--- src/rtl/spi_target.sv ---
// spi_target: SPI mode-0 responder (CPOL=0, CPHA=0). An external host
// exchanges bytes with the CPU through this block. All SPI pins are
// oversampled in the clk domain, so clk must run at 8x or more the sclk rate.
//
// Ports:
//   clk, reset       system clock and synchronous active-high reset
//   spi_sclk/mosi    host clock and data (asynchronous, synchronised here)
//   spi_cs_n         host chip select, active low (asynchronous)
//   spi_miso         target-to-host data; spi_miso_oe enables the pad driver
//   rx_data/valid    last received byte (MSB first) and its one-cycle strobe
//   tx_data/valid    CPU write into the one-deep transmit holding register
//   tx_ready         holding register empty
//   tx_underrun      one-cycle strobe: FILL_BYTE was loaded for lack of data
//   selected         a frame is in progress
//   frame_end        one-cycle strobe when the host releases chip select
module spi_target #(
  parameter int         SYNC_STAGES = 2,
  parameter logic [7:0] FILL_BYTE   = 8'hFF
) (
  input  logic       clk,
  input  logic       reset,
  input  logic       spi_sclk,
  input  logic       spi_mosi,
  input  logic       spi_cs_n,
  output logic       spi_miso,
  output logic       spi_miso_oe,
  output logic [7:0] rx_data,
  output logic       rx_valid,
  input  logic [7:0] tx_data,
  input  logic       tx_valid,
  output logic       tx_ready,
  output logic       tx_underrun,
  output logic       selected,
  output logic       frame_end
);

  typedef enum logic {IDLE, ACTIVE} state_t;

  // Synchroniser chains plus one extra copy of sclk/cs_n for edge detection.
  logic [SYNC_STAGES-1:0] sclk_sync_reg, mosi_sync_reg, cs_sync_reg;
  logic                   sclk_d_reg, cs_d_reg;
  // Marks which pipeline positions hold real pin samples since reset. Keeps
  // the idle reset value of cs_n from posing as a falling edge when the pin
  // is held low through reset.
  logic [SYNC_STAGES:0]   fill_reg;

  state_t     state_reg, state_next;
  logic [2:0] bit_cnt_reg, bit_cnt_next;
  logic       got_rise_reg, got_rise_next;
  logic [7:0] rx_shift_reg, rx_shift_next;
  logic [7:0] rx_data_reg, rx_data_next;
  logic       rx_valid_reg, rx_valid_next;
  logic [7:0] tx_shift_reg, tx_shift_next;
  logic [7:0] hold_reg, hold_next;
  logic       hold_full_reg, hold_full_next;
  logic       miso_reg, miso_next;
  logic       oe_reg, oe_next;
  logic       underrun_reg, underrun_next;
  logic       frame_end_reg, frame_end_next;

  logic       sclk_s, mosi_s, cs_s;
  logic       sclk_rise, sclk_fall, cs_fall, cs_rise;
  logic       load_now;
  logic [7:0] load_byte;

  assign sclk_s    = sclk_sync_reg[SYNC_STAGES-1];
  assign mosi_s    = mosi_sync_reg[SYNC_STAGES-1];
  assign cs_s      = cs_sync_reg[SYNC_STAGES-1];
  assign sclk_rise = sclk_s & ~sclk_d_reg;
  assign sclk_fall = ~sclk_s & sclk_d_reg;
  assign cs_fall   = ~cs_s & cs_d_reg & fill_reg[SYNC_STAGES];
  assign cs_rise   = cs_s & ~cs_d_reg;
  assign load_byte = hold_full_reg ? hold_reg : FILL_BYTE;

  always_ff @(posedge clk) begin
    if (reset) begin
      sclk_sync_reg <= '0;
      mosi_sync_reg <= '0;
      cs_sync_reg   <= '1;
      sclk_d_reg    <= 1'b0;
      cs_d_reg      <= 1'b1;
      fill_reg      <= '0;
    end else begin
      sclk_sync_reg <= {sclk_sync_reg[SYNC_STAGES-2:0], spi_sclk};
      mosi_sync_reg <= {mosi_sync_reg[SYNC_STAGES-2:0], spi_mosi};
      cs_sync_reg   <= {cs_sync_reg[SYNC_STAGES-2:0], spi_cs_n};
      sclk_d_reg    <= sclk_s;
      cs_d_reg      <= cs_s;
      fill_reg      <= {fill_reg[SYNC_STAGES-1:0], 1'b1};
    end
  end

  always_ff @(posedge clk) begin
    if (reset) begin
      state_reg     <= IDLE;
      bit_cnt_reg   <= 3'd0;
      got_rise_reg  <= 1'b0;
      rx_shift_reg  <= 8'h00;
      rx_data_reg   <= 8'h00;
      rx_valid_reg  <= 1'b0;
      tx_shift_reg  <= 8'h00;
      hold_reg      <= 8'h00;
      hold_full_reg <= 1'b0;
      miso_reg      <= 1'b1;
      oe_reg        <= 1'b0;
      underrun_reg  <= 1'b0;
      frame_end_reg <= 1'b0;
    end else begin
      state_reg     <= state_next;
      bit_cnt_reg   <= bit_cnt_next;
      got_rise_reg  <= got_rise_next;
      rx_shift_reg  <= rx_shift_next;
      rx_data_reg   <= rx_data_next;
      rx_valid_reg  <= rx_valid_next;
      tx_shift_reg  <= tx_shift_next;
      hold_reg      <= hold_next;
      hold_full_reg <= hold_full_next;
      miso_reg      <= miso_next;
      oe_reg        <= oe_next;
      underrun_reg  <= underrun_next;
      frame_end_reg <= frame_end_next;
    end
  end

  always_comb begin
    state_next     = state_reg;
    bit_cnt_next   = bit_cnt_reg;
    got_rise_next  = got_rise_reg;
    rx_shift_next  = rx_shift_reg;
    rx_data_next   = rx_data_reg;
    rx_valid_next  = 1'b0;
    tx_shift_next  = tx_shift_reg;
    hold_next      = hold_reg;
    hold_full_next = hold_full_reg;
    miso_next      = miso_reg;
    oe_next        = oe_reg;
    underrun_next  = 1'b0;
    frame_end_next = 1'b0;
    load_now       = 1'b0;

    case (state_reg)
      IDLE: begin
        // sclk activity is ignored until a frame starts
        if (cs_fall) begin
          state_next    = ACTIVE;
          load_now      = 1'b1;
          bit_cnt_next  = 3'd0;
          got_rise_next = 1'b0;
          oe_next       = 1'b1;
        end
      end
      ACTIVE: begin
        // Chip-select release wins over a coincident sclk edge, so a final
        // falling edge arriving with it does not trigger another byte load.
        if (cs_rise) begin
          state_next     = IDLE;
          oe_next        = 1'b0;
          miso_next      = 1'b1;
          bit_cnt_next   = 3'd0;
          got_rise_next  = 1'b0;
          rx_shift_next  = 8'h00;
          frame_end_next = 1'b1;
        end else if (sclk_rise) begin
          rx_shift_next = {rx_shift_reg[6:0], mosi_s};
          bit_cnt_next  = bit_cnt_reg + 3'd1;   // 3-bit counter wraps 7 -> 0
          got_rise_next = 1'b1;
          if (bit_cnt_reg == 3'd7) begin
            rx_data_next  = {rx_shift_reg[6:0], mosi_s};
            rx_valid_next = 1'b1;
          end
        end else if (sclk_fall) begin
          if (bit_cnt_reg != 3'd0) begin
            tx_shift_next = {tx_shift_reg[6:0], 1'b0};
            miso_next     = tx_shift_reg[6];
          end else if (got_rise_reg) begin
            load_now = 1'b1;
          end
        end
      end
      default: state_next = IDLE;
    endcase

    // Byte load decides on the holding register contents before any
    // write in the same cycle, so a simultaneous write is kept for later.
    if (load_now) begin
      tx_shift_next = load_byte;
      miso_next     = load_byte[7];
      if (hold_full_reg) begin
        hold_full_next = 1'b0;
      end else begin
        underrun_next = 1'b1;
      end
    end

    if (tx_valid && !hold_full_reg) begin
      hold_next      = tx_data;
      hold_full_next = 1'b1;
    end
  end

  assign spi_miso    = miso_reg;
  assign spi_miso_oe = oe_reg;
  assign rx_data     = rx_data_reg;
  assign rx_valid    = rx_valid_reg;
  assign tx_ready    = ~hold_full_reg;
  assign tx_underrun = underrun_reg;
  assign selected    = (state_reg == ACTIVE);
  assign frame_end   = frame_end_reg;

endmodule
--- config.mk ---
export PLATFORM = sky130hd
export DESIGN_NAME = spi_target
export DESIGN_NICKNAME = d
export VERILOG_FILES = /design/src/rtl/spi_target.sv
export SDC_FILE = /design/constraint.sdc
export NUM_CORES = 1
export LEC_CHECK = 0
export ABC_AREA = 1
export BUFFER_PORTS_ARGS = -buffer_cell sky130_fd_sc_hd__buf_2
export CORE_MARGIN = 2
export CORE_UTILIZATION = 30
export DETAILED_ROUTE_END_ITERATION = 8
export GPL_TIMING_DRIVEN = 0
export PLACE_DENSITY_LB_ADDON = 0.1
export SYNTH_ARGS = -nofsm -noshare
export SYNTH_HDL_FRONTEND = slang
export SYNTH_SLANG_ARGS = --single-unit
--- constraint.sdc ---
create_clock -name clk -period 1.9 [get_ports clk]
set_input_delay 0.38 -clock clk [delete_from_list [all_inputs] [get_ports clk]]
set_output_delay 0.38 -clock clk [all_outputs]
set_load 0.05 [all_outputs]
## Word-level counts from Yosys, hierarchy flattened

Index checks and enable logic that the tools add are counted.

- Reduce and logical (&&, ||, !) cells: 19
- Mux-type cells: 41
- Equality and inequality tests: 7
- Bitwise gates (word level): 14
- Add/sub/neg operators: 1

Operator list:

| cell | count |
|---|---|
| $mux 7 | 8 |
| $mux 1 | 24 |
| $reduce_bool 2->1 | 5 |
| $mux 3 | 3 |
| $not 1->1 | 9 |
| $reduce_bool 3->1 | 3 |
| $mux 8 | 1 |
| $pmux 1 s2 | 4 |
| $reduce_and 4->1 | 2 |
| $ne 2x1->1 const B | 3 |
| $ne 3x1->1 const B | 2 |
| $pmux 3 s2 | 1 |
| $reduce_and 2->1 | 3 |
| $and 1x1->1 | 5 |
| $reduce_and 5->1 | 1 |
| $reduce_or 2->1 | 2 |
| $reduce_or 4->1 | 1 |
| $add 3x1->3 const B | 1 |
| $eq 3x3->1 const B | 1 |
| $ne 2x2->1 const B | 1 |
| $logic_and 1x1->1 | 1 |
| $logic_not 1->1 | 1 |

- Bits of input ports: 14
- Output and inout bits: 15
- Word-level logic and storage cells: 102
- Register bits after elaboration: 52

## Depth between registers and ports, before layout

- Depth in word-level cells: 8
- Depth in mapped cells: 11
- Gate-level depth less buffers: 10

## Least setup slack after synthesis

No wires, ideal clock.

- Kind: register to register
- Start: register state_reg, in the netlist selected
- End: register miso_reg, in the netlist spi_miso
- Arrival: 1450 ps
- Slack: 335 ps
- Library setup time: 115 ps
- Clock period less this slack: 1565 ps
- Required time: 1785 ps
- Stages on the path, launching flop included: 9
- Path buffers: 1
- Cells stage by stage: dfxtp_1 -> nand2_1 -> inv_1 -> nand2_1 -> nor2_1 -> nor2_1 -> buf_2 -> a21oi_1 -> nand2_1

- Longest elaborated chain between the ends: 4
- Elaborated cells between the ends (all ways): 8
- Classes of those cells: eq/ne: 1; mux: 2; bitwise: 1; reduce/logical: 4

RTL lines:

| element | RTL line | source |
|---|---|---|
| start: declaration | 47 | `state_t state_reg, state_next;` |
| start signal: assignment | 109 | `state_reg <= state_next;` |
| $not 1->1 (no source line) | - |  |
| $pmux 1 s2 | 141 | `case (state_reg)` |
| $ne 3x1->1 (no source line), or another cell as far along | - |  |
| $reduce_and 4->1 (no source line) | - |  |
| end signal: assignment | 118 | `miso_reg <= miso_next;` |
| end: declaration | 56 | `logic miso_reg, miso_next;` |

Parallel ways exist; a longest one is shown, timed or not.
A chain may end at the register's enable or synchronous reset.

## Worst setup path in the final report

- Start: register bit_cnt_reg[0]
- End: register tx_shift_reg[5]

- Longest elaborated chain between the ends: 8
- Elaborated cells between the ends (all ways): 13
- Classes of those cells: eq/ne: 2; mux: 6; reduce/logical: 5

RTL lines:

| element | RTL line | source |
|---|---|---|
| start: declaration | 48 | `logic [2:0] bit_cnt_reg, bit_cnt_next;` |
| start signal: assignment | 110 | `bit_cnt_reg <= bit_cnt_next;` |
| $reduce_bool 3->1 (*) | 172 | `if (bit_cnt_reg != 3'd0) begin` |
| $mux 1 | 172 |  |
| $mux 1 | 171 | `end else if (sclk_fall) begin` |
| $mux 1 | 163 | `end else if (sclk_rise) begin` |
| $mux 1 | 155 | `if (cs_rise) begin` |
| $pmux 1 s2 | 141 |  |
| $ne 2x1->1 (no source line) or $reduce_bool 2->1 (tied branches) | - |  |
| $reduce_and 5->1 (no source line) | - |  |
| end signal: assignment | 115 | `tx_shift_reg <= tx_shift_next;` |
| end: declaration | 53 | `logic [7:0] tx_shift_reg, tx_shift_next;` |

Mark *: on every way between the ends. The rest lies on a longest branch, timed or not.

==> results.yml <==
cts:
  hold_buffers: 0
  clock_latency_ps: 300
  htreeDepth: 2
  cts.path.max_buffers: 2
  numCtsBuffers: 5
  cts_setup_buffers: 0
  cts.clk_slew.worst_paths_ps: 90
  cts_resized: 0
  cts.sinks: 52
  cts_tree: "built"
  root_buffer: "clkbuf_8"
power_and_ir_drop:
  irDropWorstVdd_uv: 365
  p_per_area_nw_per_um2: 804
  leakage_uw: 0.00110
  p_total_uw: 1930
cells_and_area:
  ff_latch_area_um2: 1040
  multi_input_area_um2: 887
  final_cells: 395
  drive_above_1_share: 0.165
  antenna_cells: 0
  fin_nets: 332
  synthToLayoutAreaGrowth_pct: 16.0
  fillers: 742
synthesis:
  syn-num-nets: 298
  synth_edf_count: 0
  synth_top_area_share: 0.502
  syn_area_um2: 2070
  synth_largest_area_cell: "dfxtp_1"
  syn_area_per_cell_um2: 7.38
  ys.flop_type: "dfxtp_1"
  yosys-top-cells-area: "dfxtp_1, nand2_1, nor2_1, nand3_1, inv_1"
  async_flop_share: 0
  ys_ff_latch: 52
  syn_inst: 281
  synth-warning-count: 0
  yosysSeqAreaShare: 0.502
  synthDistinctLibCells: 23
setup_path:
  max_stage_delay_ps: 370
  cp.arrival_ps: 1890
  rr_worst_depth: 9
  cp_cell_sequence: "inv_1 > ha_1 > inv_1 > nor2_1 > nor2_1 > nand3_1 > nand3_1 > nand2_1 > nor2_1"
  crit_fanout: 7
  cpMostUsedCell: "nor2_1"
  crit_slowest_cell: "dfxtp_1"
  reg2reg_slack_ps: 250
  critPathLaunchType: "register"
  r2r_start: "bit_cnt_reg[0]"
  critPathCaptureType: "register"
  critPathBufInv: 2
  crit_required_ps: 2140
  rr_endpoint: "tx_shift_reg[5]"
  cp_top_family: "simple AND/OR/NAND/NOR gates"
  worst-setup-path-type: "register to register"
placement:
  post-place-cells: 388
  place.gp.congestion: 0.782
  portBuffers: 27
  detailed_place_hpwl_um: 3140
floorplan:
  die_area_um2: 7600
  coreArea_um2: 6760
  io_pins: 29
  die_h_um: 87.2
  start_util: 0.307
  fp.dieW_um: 87.2
  num_rows: 30
timing:
  setup-tns-final_ps: 0
  relSlewSlack: 0.651
  fin_crit_ps: 1650
  worstMarginPinSlew_ps: 523
  hold_viol_final: 0
  drv_slew: 0
  max_freq_mhz: 607
  fin_crit_sh: 0.867
  rsz0062_at_grt: "no"
  finalClockSkew_ps: 7.77
  setup_violations: 0
global_routing:
  gr-total-overflow: 0
  grt_pass1_wl_um: 7600
  grt_max_degree: 15
  grt_pass1_vias: 1634
  antenna_found_initial: 0
  track_usage: 0.128
routing:
  drtIter0Drc: 94
  drc_errors: 0
  antenna_left: 0
  drt-total-wl_um: 4450
  wire_per_inst_um: 11.3
  firstDrtPassIters: 4
  vias_per_cell: 4.45
  vias: 1757
run_status:
  status: "completed"
worst_hold_path:
  hold_depth: 2
  hold_path_class: "input port to register"
  min-delay-start: "spi_cs_n"
  holdPathEnd: "cs_sync_reg[0]"
flow_run:
  cap_viol_max_count: 0
## layer usage
| layer | wire [um] | global-route usage | vias to the layer above |
|---|---|---|---|
| met5 | 0 | 0 | - |
| met4 | 65 | 0.0462 | 0 |
| met3 | 135 | 0.0313 | 7 |
| met2 | 1930 | 0.194 | 24 |
| met1 | 2320 | 0.177 | 783 |
| li1 | - | - | 943 |
## cells by family after synthesis
| logic type | share of synthesized area |
|---|---|
| buffers and inverters | 0.0706 |
| AO/OA/AOI/OAI | 0.0832 |
| AND/OR/NAND/NOR | 0.326 |
| adder cells (fa/ha/maj) | 0.0181 |
| flip-flops | 0.502 |
## metrics by stage
step	area [um^2]	setup WS, ps	hold WS (ps)	util
2_1_floorplan	2070	335	388	-
3_3_place_gp	2310	304	391	0.342
3_5_place_dp	2310	319	395	0.342
4_1_cts	2410	280	246	0.356
5_1_grt	2410	35.4	246	0.356
6_report	2410	253	253	0.356
## power by group
part / leakage (uW) / switching [uW] / internal [uW]
Combinational: 0.000626 / 75.1 / 41.7
Sequential: 0.000424 / 13.0 / 1120
Clock: 0.0000503 / 361 / 325
Total: 0.00110 / 449 / 1490
## Yosys cell counts, types with 2 or more instances
cell type  number
nand2_1        62
dfxtp_1        52
nor2_1         52
inv_1          28
nand3_1        24
o21ai_0        17
a21oi_1        15
or2_2           7
buf_2           3
clkbuf_1        3
ha_1            3
clkinv_1        2
nand2_2         2
nor3_1          2
## worst max-delay path by stage
stage	startpoint	end	depth (start not counted)
finish	bit_cnt_reg[0]	tx_shift_reg[5]	9
detailed placement	bit_cnt_reg[0]	tx_shift_reg[6]	9
CTS	bit_cnt_reg[0]	tx_shift_reg[6]	9
global placement	reset	selected	5
global route	bit_cnt_reg[0]	tx_shift_reg[5]	9
floorplan	selected	spi_miso	8
## area by class of cell
class | count | area share
plain buffers | 7 | 0.0125
clock buffers | 7 | 0.0400
inverters | 31 | 0.0484
multi-input cells | 191 | 0.369
flip-flops and latches | 52 | 0.433
well taps | 80 | 0.0416
repair buffers | 27 | 0.0562
## placed cells by master, fill, tap and decap left out
cell,instances
a21boi_0,1
a21oi_1,15
buf_1,1
buf_2,30
clkbuf_1,3
clkbuf_8,7
clkinv_1,2
dfxtp_1,52
ha_1,3
inv_1,28
inv_2,1
nand2_1,62
nand2_2,2
nand2_4,1
nand3_1,24
nand3_4,1
nor2_1,52
nor2_2,1
nor2_4,1
nor3_1,2
nor3_4,1
o21ai_0,17
o21ai_1,1
or2_2,7
(Power assumes the default switching activity.)
